===== config.mk =====
export PLATFORM = sky130hd
export DESIGN_NAME = ddr_wr_burst
export DESIGN_NICKNAME = d
export VERILOG_FILES = /design/src/rtl/ddr_wr_burst_pkg.sv /design/src/rtl/ddr_wr_fifo.sv /design/src/rtl/ddr_wr_burst.sv
export SDC_FILE = /design/constraint.sdc
export NUM_CORES = 2
export LEC_CHECK = 0
export CORE_ASPECT_RATIO = 1.25
export CORE_MARGIN = 2
export CORE_UTILIZATION = 55
export DETAILED_ROUTE_END_ITERATION = 8
export GPL_ROUTABILITY_DRIVEN = 0
export MAX_ROUTING_LAYER = met4
export PLACE_DENSITY = 0.84
export SYNTH_ARGS = -nofsm -noshare
export SYNTH_HDL_FRONTEND = slang
export SYNTH_SLANG_ARGS = --single-unit

===== constraint.sdc =====
create_clock -name clk -period 4.7 [get_ports clk]
set_input_delay 0.94 -clock clk [delete_from_list [all_inputs] [get_ports clk]]
set_output_delay 0.94 -clock clk [all_outputs]
set_load 0.02 [all_outputs]

===== src/rtl/ddr_wr_burst_pkg.sv =====
// Shared constants, state encoding and sizing helper for the DDR write-burst path.
package ddr_wr_burst_pkg;

    localparam int DDR_W       = 64;
    localparam int DDR_BYTES   = DDR_W / 8;
    localparam int BURST_LEN_W = 5;

    // Bits needed to index n entries, never less than 1.
    function automatic int bw(input int n);
        int r;
        r = 1;
        while ((1 << r) < n) r = r + 1;
        return r;
    endfunction

    typedef enum logic [1:0] {
        ST_IDLE,
        ST_WAIT,
        ST_CMD,
        ST_DATA
    } wr_state_e;

endpackage


===== src/rtl/ddr_wr_fifo.sv =====
// Synchronous first-word-fall-through FIFO with registered full/empty flags and an occupancy count.
module ddr_wr_fifo
    import ddr_wr_burst_pkg::*;
#(
    parameter int  DATA_W = DDR_W,
    parameter int  DEPTH  = 32,
    localparam int PTR_W  = bw(DEPTH)
) (
    input  logic              clk,
    input  logic              rst,
    input  logic              push,
    input  logic [DATA_W-1:0] push_data,
    input  logic              pop,
    output logic [DATA_W-1:0] pop_data,
    output logic              full,
    output logic              empty,
    output logic [PTR_W:0]    count
);

    logic [DATA_W-1:0] mem [DEPTH];
    logic [PTR_W-1:0]  wr_ptr;
    logic [PTR_W-1:0]  rd_ptr;
    logic [PTR_W:0]    cnt_nxt;
    logic              do_push;
    logic              do_pop;

    assign do_push  = push && !full;
    assign do_pop   = pop && !empty;
    assign cnt_nxt  = count + (PTR_W+1)'(do_push) - (PTR_W+1)'(do_pop);
    assign pop_data = mem[rd_ptr];

    always_ff @(posedge clk) begin
        if (rst) begin
            wr_ptr <= '0;
            rd_ptr <= '0;
            count  <= '0;
            full   <= 1'b0;
            empty  <= 1'b1;
        end else begin
            if (do_push) wr_ptr <= wr_ptr + PTR_W'(1);
            if (do_pop)  rd_ptr <= rd_ptr + PTR_W'(1);
            count <= cnt_nxt;
            full  <= (cnt_nxt == (PTR_W+1)'(DEPTH));
            empty <= (cnt_nxt == '0);
        end
    end

    // Storage carries data only, so it is left out of reset.
    always_ff @(posedge clk) begin
        if (do_push) mem[wr_ptr] <= push_data;
    end

endmodule


===== src/rtl/ddr_wr_burst.sv =====
// Buffers the result stream and issues it to DDR as command + data bursts, tracking write responses.
module ddr_wr_burst
    import ddr_wr_burst_pkg::*;
#(
    parameter int FIFO_DEPTH = 32,
    parameter int BURST_MAX  = 16,
    parameter int ADDR_W     = 32,
    parameter int OUTS_MAX   = 4
) (
    input  logic                   clk,
    input  logic                   rst,
    input  logic                   start,
    output logic                   done,
    input  logic [ADDR_W-1:0]      conf_base_addr,
    input  logic [15:0]            conf_beat_num,
    input  logic [BURST_LEN_W-1:0] conf_burst_len,
    input  logic [DDR_W-1:0]       s_data,
    input  logic                   s_valid,
    output logic                   s_ready,
    output logic [ADDR_W-1:0]      cmd_addr,
    output logic [7:0]             cmd_len,
    output logic                   cmd_valid,
    input  logic                   cmd_ready,
    output logic [DDR_W-1:0]       wr_data,
    output logic                   wr_last,
    output logic                   wr_valid,
    input  logic                   wr_ready,
    input  logic                   wr_resp_valid
);

    localparam int CNT_W  = bw(FIFO_DEPTH) + 1;
    localparam int OUTS_W = bw(OUTS_MAX + 1);

    function automatic logic [BURST_LEN_W-1:0] clip_burst(input logic [BURST_LEN_W-1:0] len);
        if (len == '0) return BURST_LEN_W'(1);
        if (int'(len) > BURST_MAX) return BURST_LEN_W'(BURST_MAX);
        return len;
    endfunction

    wr_state_e              state;
    wr_state_e              state_nxt;
    logic                   done_r;
    logic [BURST_LEN_W-1:0] burst_len_r;
    logic [BURST_LEN_W-1:0] cur_len;
    logic [BURST_LEN_W-1:0] cur_len_r;
    logic [BURST_LEN_W-1:0] beat_cnt;
    logic [15:0]            rem_in;
    logic [15:0]            rem_cmd;
    logic [ADDR_W-1:0]      addr;
    logic [OUTS_W-1:0]      outs_cnt;
    logic                   fifo_full;
    logic                   fifo_empty;
    logic [CNT_W-1:0]       fifo_count;
    logic                   start_acc;
    logic                   push;
    logic                   pop;
    logic                   cmd_acc;
    logic                   last_beat;
    logic                   resp_dec;

    ddr_wr_fifo #(
        .DATA_W (DDR_W),
        .DEPTH  (FIFO_DEPTH)
    ) u_fifo (
        .clk       (clk),
        .rst       (rst),
        .push      (push),
        .push_data (s_data),
        .pop       (pop),
        .pop_data  (wr_data),
        .full      (fifo_full),
        .empty     (fifo_empty),
        .count     (fifo_count)
    );

    // done is high exactly while the FSM sits in IDLE, so it doubles as the start gate.
    assign start_acc = start && done_r;
    assign done      = done_r;
    assign push      = s_valid && s_ready;
    assign cur_len   = (rem_cmd < 16'(burst_len_r)) ? rem_cmd[BURST_LEN_W-1:0] : burst_len_r;
    assign last_beat = (beat_cnt == cur_len_r - BURST_LEN_W'(1));
    assign cmd_acc   = (state == ST_CMD) && cmd_ready;
    assign pop       = (state == ST_DATA) && wr_ready && !fifo_empty;
    assign resp_dec  = wr_resp_valid && ((outs_cnt != '0) || cmd_acc);

    always_comb begin
        state_nxt = state;
        cmd_valid = 1'b0;
        cmd_addr  = '0;
        cmd_len   = '0;
        wr_valid  = 1'b0;
        wr_last   = 1'b0;
        s_ready   = !fifo_full && (rem_in != '0) && (state != ST_IDLE);
        case (state)
            ST_IDLE: begin
                if (start_acc) state_nxt = ST_WAIT;
            end
            ST_WAIT: begin
                // A burst is only commanded once every one of its beats is already buffered.
                if ((rem_cmd != '0) && (outs_cnt < OUTS_W'(OUTS_MAX)) &&
                    (16'(fifo_count) >= 16'(cur_len)))
                    state_nxt = ST_CMD;
                else if ((rem_cmd == '0) && (outs_cnt == '0))
                    state_nxt = ST_IDLE;
            end
            ST_CMD: begin
                cmd_valid = 1'b1;
                cmd_addr  = addr;
                cmd_len   = 8'(cur_len_r - BURST_LEN_W'(1));
                if (cmd_ready) state_nxt = ST_DATA;
            end
            ST_DATA: begin
                wr_valid = 1'b1;
                wr_last  = last_beat;
                if (wr_ready && !fifo_empty && last_beat) state_nxt = ST_WAIT;
            end
            default: state_nxt = ST_IDLE;
        endcase
    end

    always_ff @(posedge clk) begin
        if (rst) begin
            state    <= ST_IDLE;
            done_r   <= 1'b1;
            rem_in   <= '0;
            rem_cmd  <= '0;
            outs_cnt <= '0;
            beat_cnt <= '0;
        end else begin
            state  <= state_nxt;
            done_r <= (state_nxt == ST_IDLE);
            if (start_acc) begin
                rem_in   <= conf_beat_num;
                rem_cmd  <= conf_beat_num;
                outs_cnt <= '0;
            end else begin
                if (push)    rem_in  <= rem_in - 16'd1;
                if (cmd_acc) rem_cmd <= rem_cmd - 16'(cur_len_r);
                if (cmd_acc && !resp_dec)
                    outs_cnt <= outs_cnt + OUTS_W'(1);
                else if (!cmd_acc && resp_dec)
                    outs_cnt <= outs_cnt - OUTS_W'(1);
            end
            if (cmd_acc)
                beat_cnt <= '0;
            else if (pop)
                beat_cnt <= beat_cnt + BURST_LEN_W'(1);
        end
    end

    // Address and length registers hold data only; they are always reloaded before use.
    always_ff @(posedge clk) begin
        if (start_acc) begin
            addr        <= conf_base_addr;
            burst_len_r <= clip_burst(conf_burst_len);
        end else if (cmd_acc) begin
            addr <= addr + ADDR_W'(cur_len_r) * ADDR_W'(DDR_BYTES);
        end
        if (state == ST_WAIT) cur_len_r <= cur_len;
    end

endmodule


== Yosys cells after proc, flatten, opt, wreduce, memory -nomap -nowiden ==
Memories as Yosys holds them, arrays and structs flattened. A register that Yosys moved wholly into a read port is not among the register bits.
Cells that the tools add are included.

* Order comparisons: 4
* Reductions and logical operators: 37
* Multiplexer cells: 33
* Eq/ne operators: 5
* Add/sub/neg operators: 12

{| class="wikitable"
|+ Operators with widths
! operator !! number
|-
| 32-bit 2-to-1 mux || 3
|-
| 16-bit 2-to-1 mux || 4
|-
| 5-bit 2-to-1 mux || 7
|-
| 32-bit by 8-bit adder with 32-bit output || 1
|-
| 16-bit nonzero test || 2
|-
| 1-bit logical AND || 17
|-
| 16-bit zero test || 1
|-
| 16-bit by 5-bit less-than comparator with 1-bit output || 1
|-
| 16-bit by 1-bit subtractor with 16-bit output, second input constant || 1
|-
| 16-bit by 5-bit subtractor with 16-bit output || 1
|-
| 5-bit by 1-bit adder with 5-bit output, second input constant || 3
|-
| 1-bit 2-to-1 mux || 10
|-
| 2-bit 2-to-1 mux || 5
|-
| 8-bit 2-to-1 mux || 1
|-
| 2-bit one-hot mux with 4 select lines || 1
|-
| 2-bit nonzero test || 4
|-
| 6-bit by 1-bit adder with 6-bit output || 1
|-
| 6-bit equality test, second input constant || 1
|-
| 6-bit by 5-bit greater-or-equal comparator with 1-bit output || 1
|-
| 6-bit zero test || 1
|-
| 3-bit 2-to-1 mux || 2
|-
| 5-bit by 1-bit subtractor with 6-bit output, second input constant || 1
|-
| 6-bit by 1-bit subtractor with 6-bit output || 1
|-
| 5-bit equality test || 1
|-
| other kinds (14) || 20
|}

* Input port bits: 124
* Memories kept: 1
* Bits in registers: 103
* RAM bits: 2048
* Word-level logic and storage cells: 106
* Output and inout port bits: 109

{| class="wikitable"
|+ Memories
! memory !! words !! bits a word !! rd ports !! clocked after Yosys merged registers in !! write ports !! line !! RTL
|-
| u_fifo.mem || 32 || 64 || 1 || 1 || 1 || ddr_wr_fifo.sv:20 || <nowiki>logic [DATA_W-1:0] mem [DEPTH];</nowiki>
|}

== Longest topological paths before layout ==
* Depth in word-level cells: 8
* Depth in mapped cells: 15
* Mapped depth without buffers: 14

== Cells and area by module ==
A second synthesis with hierarchy kept.

* Cell total of the unflattened synthesis: 3871
* Area, all modules: 83065.9 µm²

{| class="wikitable"
|+ By module, submodules not included
! module !! area an instance (µm²) !! sequential area each (µm²) !! times used !! cells each
|-
| ddr_wr_fifo || 77745.8 || 61959.4 || 1 || 3281
|-
| ddr_wr_burst || 5320.1 || 2122.0 || 1 || 590
|}

== Worst setup path before layout ==
No wires, ideal clock.

* Path type: flip-flop to flip-flop
* Start: register rem_in[0]
* End: memory u_fifo.mem[0][0] in the netlist's numbering (enable)
* Stages on the path, launching flop included: 10
* Path buffers: 2
* Arrival: 4588 ps
* Data required time: 4214 ps
* Slack: -374 ps
* Cell sequence: dfxtp_1 inv_1 ha_1 nor4b_1 and4_1 clkbuf_1 or2_2 or3_1 clkbuf_1 nor2_1

* Longest elaborated chain between the ends: 7

{| class="wikitable"
|+ RTL lines
! what !! line !! RTL
|-
| start: declaration || ddr_wr_burst.sv:47 || <nowiki>logic [15:0] rem_in;</nowiki>
|-
| start signal: assignment || ddr_wr_burst.sv:133 || <nowiki>rem_in <= conf_beat_num;</nowiki>
|-
| start signal: assignment || ddr_wr_burst.sv:137 || <nowiki>if (push) rem_in <= rem_in - 16'd1;</nowiki>
|-
| 16-bit nonzero test || ddr_wr_burst.sv:93 || <nowiki>s_ready = !fifo_full && (rem_in != '0) && (state != ST_IDLE);</nowiki>
|-
| 1-bit logical AND (2 in a row) || ddr_wr_burst.sv:93 ||
|-
| 1-bit logical AND || ddr_wr_burst.sv:79 || <nowiki>assign push = s_valid && s_ready;</nowiki>
|-
| 1-bit logical AND || ddr_wr_fifo.sv:27 || <nowiki>assign do_push = push && !full;</nowiki>
|-
| 1-bit 2-to-1 mux || ddr_wr_fifo.sv:50 || <nowiki>if (do_push) mem[wr_ptr] <= push_data;</nowiki>
|-
| 1-bit 2-to-1 mux (implied by the code) || ddr_wr_fifo.sv:50 ||
|-
| end: declaration || ddr_wr_fifo.sv:20 ||
|}

Every way passes these cells.

==> reports/results.md <==
* synth unique cells: 60
* Syn Inst Count: 3881
* combinational share of power: 7.6%
* post-route setup slack: -0.01859 ns
* post-detailed-route DRC marker count: 0
* Vias per Instance: 7.076
* estimated wirelength of the detail-placed design: 113400 um
* fmax: 0.2119 GHz
* initial DRC count: 7633
* transition time of the tightest slew-check pin: 1.377 ns
* count of yosys warnings during synthesis: 0
* asr flop ratio synth: 0%
* startpoint kind of the worst setup timing path: flop
* non-filler instance count after layout: 6502
* number of max-cap violations: 0
* starting density of the core: 55.32%
* Clock Tree Root: clkbuf_16
* H-tree depth reported by CTS: 4
* Layout Area Growth over Synthesis: 15.91%
* total of endpoints with negative setup slack in the final report: 2
* final WL: 245500 um
* clk_skew: 0.05295 ns
* fill count: 9161
* part of the total power dissipated in sequential elements: 53.2%
* core outline area: 151900 sq um
* average cell area after synthesis: 21.66 sq um
* clock network power share: 39.1%
* number of placed cells counting well taps: 6110
* die footprint: 156000 sq um
* wire length of the first global-routing pass: 343700 um
* Worst Path Required: 3.76 ns
* count of port buffers added during placement: 232
* Vias: 46010
* post-synthesis sequential area ratio: 76.23%
* Die X: 353.7 um
* most area-hungry cell type in the Yosys netlist: edfxtp_1
* boundary pin count: 233
* syn_nets: 4044
* total number of clock tree sinks: 2156
* router iterations before antenna repair: 5
* worst setup path class: reg -> out
* global-route usage over all layers: 32.36%
* smallest hold slack: 0.5158 ns
* DR WL/cell: 37.76 um
* setup tns final: -0.02975 ns
* commonest non-fill, non-tap cell in the layout: edfxtp_1
* worst hold path type: reg -> reg
* dominant cells by area after synthesis: edfxtp_1, mux4_2, mux2i_1
* Total Nets Final: 4462
* unrepaired setup endpoints after global routing: true
* violated checks: negative setup slack
* footprint of the multi-input gates: 19390 sq um
* crit path max-delay cell type: a221oi_1
* clock period minus worst slack: 4.719 ns
* Rows: 160
* number of buffers inserted by hold repair at cts: 0
* remaining antenna violation count: 0
* Slew Limit Headroom: 7.931%
* maximum vdd drop: 0.0003758 V
* most frequent cells in the layout: edfxtp_1, mux4_2, mux2i_1
* Max stage delay on crit path: 0.57 ns
* number of storage elements in the synthesis netlist: 2156
* post-synthesis instance area: 84060 sq um
* Core Util, Final: 64.13%
* clock latency on the worst-skew pair: 0.87 ns
* ratio of cells with drive above 1 in the final layout: 23.96%
* total power per unit cell area: 420.3 nW/um^2
* area of all sequential standard cells: 64100 sq um
* number of global-route vias before repair: 46470
* crit path capture type: output pin
* Net Switching: 0.009578 W
* crit-path max FO: 49
* CTS tree: done
* total internal power: 0.03137 W
* Die Ht: 441.1 um
* total count of max-transition violations in the final report: 0
* register clock-pin slew on the reported worst setup and hold paths: 0.07 ns
* flip-flop cell with the highest count after synthesis: edfxtp_1
* Num CTS Buffers: 186
* Final Cycle Share: 100.4%
* switching share of total power: 23.39%
* pin count of the biggest net entering global routing: 93
* run status: finished with violations
* fraction of post-synthesis cell area in the top cell type by area: 74.66%
* data arrival time of the critical path: 3.78 ns
* EDFF count, synth: 2090
* total congestion overflow after global routing: 0
* sequence of cells on the critical path: buf_12, buf_12, buf_4, mux4_2, mux2i_1, a22o_1, a221oi_1, buf_4
* reported leakage power: 29.65 nW
* final number of hold-violating endpoints: 0
* maximum clock insertion buffer count: 3
* number of antenna violations at the first check in global routing: 20
[worst max-delay path, delay by kind of cell, from the launching register on]
kind / cells / cell delay, ns
buf+inv: 4 / 1.29
compound gates: 2 / 0.81
flops: 1 / 0.38
mux: 2 / 0.38
[cell type report]
| class | count | area share [%] |
|---|---|---|
| Antenna cell | 23 | 0.05907 |
| Multi-Input combinational cell | 1479 | 19.90 |
| Inverter | 40 | 0.1541 |
| Timing Repair Buffer | 436 | 5.140 |
| Tap cell | 2025 | 2.600 |
| Clock inverter | 119 | 1.420 |
| Clock buffer | 224 | 4.945 |
| Sequential cell | 2156 | 65.78 |
[logic make-up (layout without fill, tap and decap cells)]
logic type / after synthesis / count (layout) / share of synthesized area [%]
AO/OA/AOI/OAI: 274 / 274 / 2.414
multiplexers: 784 / 784 / 16.96
flip-flops: 2156 / 2156 / 76.23
adder cells (fa/ha/maj): 39 / 39 / 0.6162
other: 0 / 23 / 0
buffers and inverters: 246 / 819 / 1.134
XOR/XNOR: 60 / 60 / 0.6252
AND/OR/NAND/NOR: 322 / 322 / 2.012
[state kept, by name (all words and copies together) (netlist names), 2 cells and up, named ones only]
name	cells
u_fifo.mem	2048
addr	32
rem_cmd	16
rem_in	16
u_fifo.count	6
beat_cnt	5
burst_len_r	5
cur_len_r	5
u_fifo.rd_ptr	5
u_fifo.wr_ptr	5
outs_cnt	3
state	2
[cells in the mapped netlist (all sizes together) (8+ instances only)]
cell type  instances
a211oi             8
a21oi             38
a221oi            64
a22o              64
a31oi             16
and2              38
and4               8
buf               80
clkbuf           126
dfxtp             66
edfxtp          2090
ha                35
inv               40
mux2i            267
mux4             512
nand2             40
nand3             23
nand4             14
nor2              94
nor2b             11
nor3              21
nor3b              9
nor4              10
o21ai             44
o31ai             10
or3               13
or4               16
xnor2             38
xor2              22
[power by group through the flow]
stage / clock (W) / sequential [W] / combinational, W
after CTS: 0.0159 / 0.0218 / 0.00309
after global placement: 0 / 0.0222 / 0.00292
after global routing: 0.0166 / 0.0218 / 0.00338
final: 0.0160 / 0.0218 / 0.00313
after floorplan: 0 / 0.0221 / 0.00175
after detailed placement: 0 / 0.0222 / 0.00302
[through the flow]
stage	power, W	setup WS, ns	cell area (sq um)
floorplan	0.02386	-0.3743	84070
global placement	0.02508	0.6133	90600
detailed placement	0.02522	0.5918	90600
CTS	0.04080	0.001282	97220
global route	0.04183	-0.04650	97430
finish	0.04095	-0.01859	97440
[layer usage]
metal	vias up	wire length, um	global-route usage, %	part of all wire, %
met3	969	29150	7.446	12
met4	0	15970	19.88	6.5
met1	23520	77270	37.11	31
met5	-	0	-	0
li1	17190	-	-	-
met2	4328	123100	52.11	50
[worst paths after layout]
kind	start	end	slack [ns]	cells after the start
min	rem_cmd[10]	rem_cmd[10]	0.52	2
max	flop	wr_data[11]	-0.02	8
min reg2reg	rem_cmd[10]	rem_cmd[10]	0.52	2
max reg2reg	rem_cmd[7]	done	0.65	10
[repair_timing]
action                     in CTS  in global routing
hold endpoints to repair        0                  0
setup endpoints to repair      56                 18
buffers inserted               16                  4
gates cloned                    4                  2
resized for setup              29                 20
No activity file was read; power rests on OpenSTA's default activity.
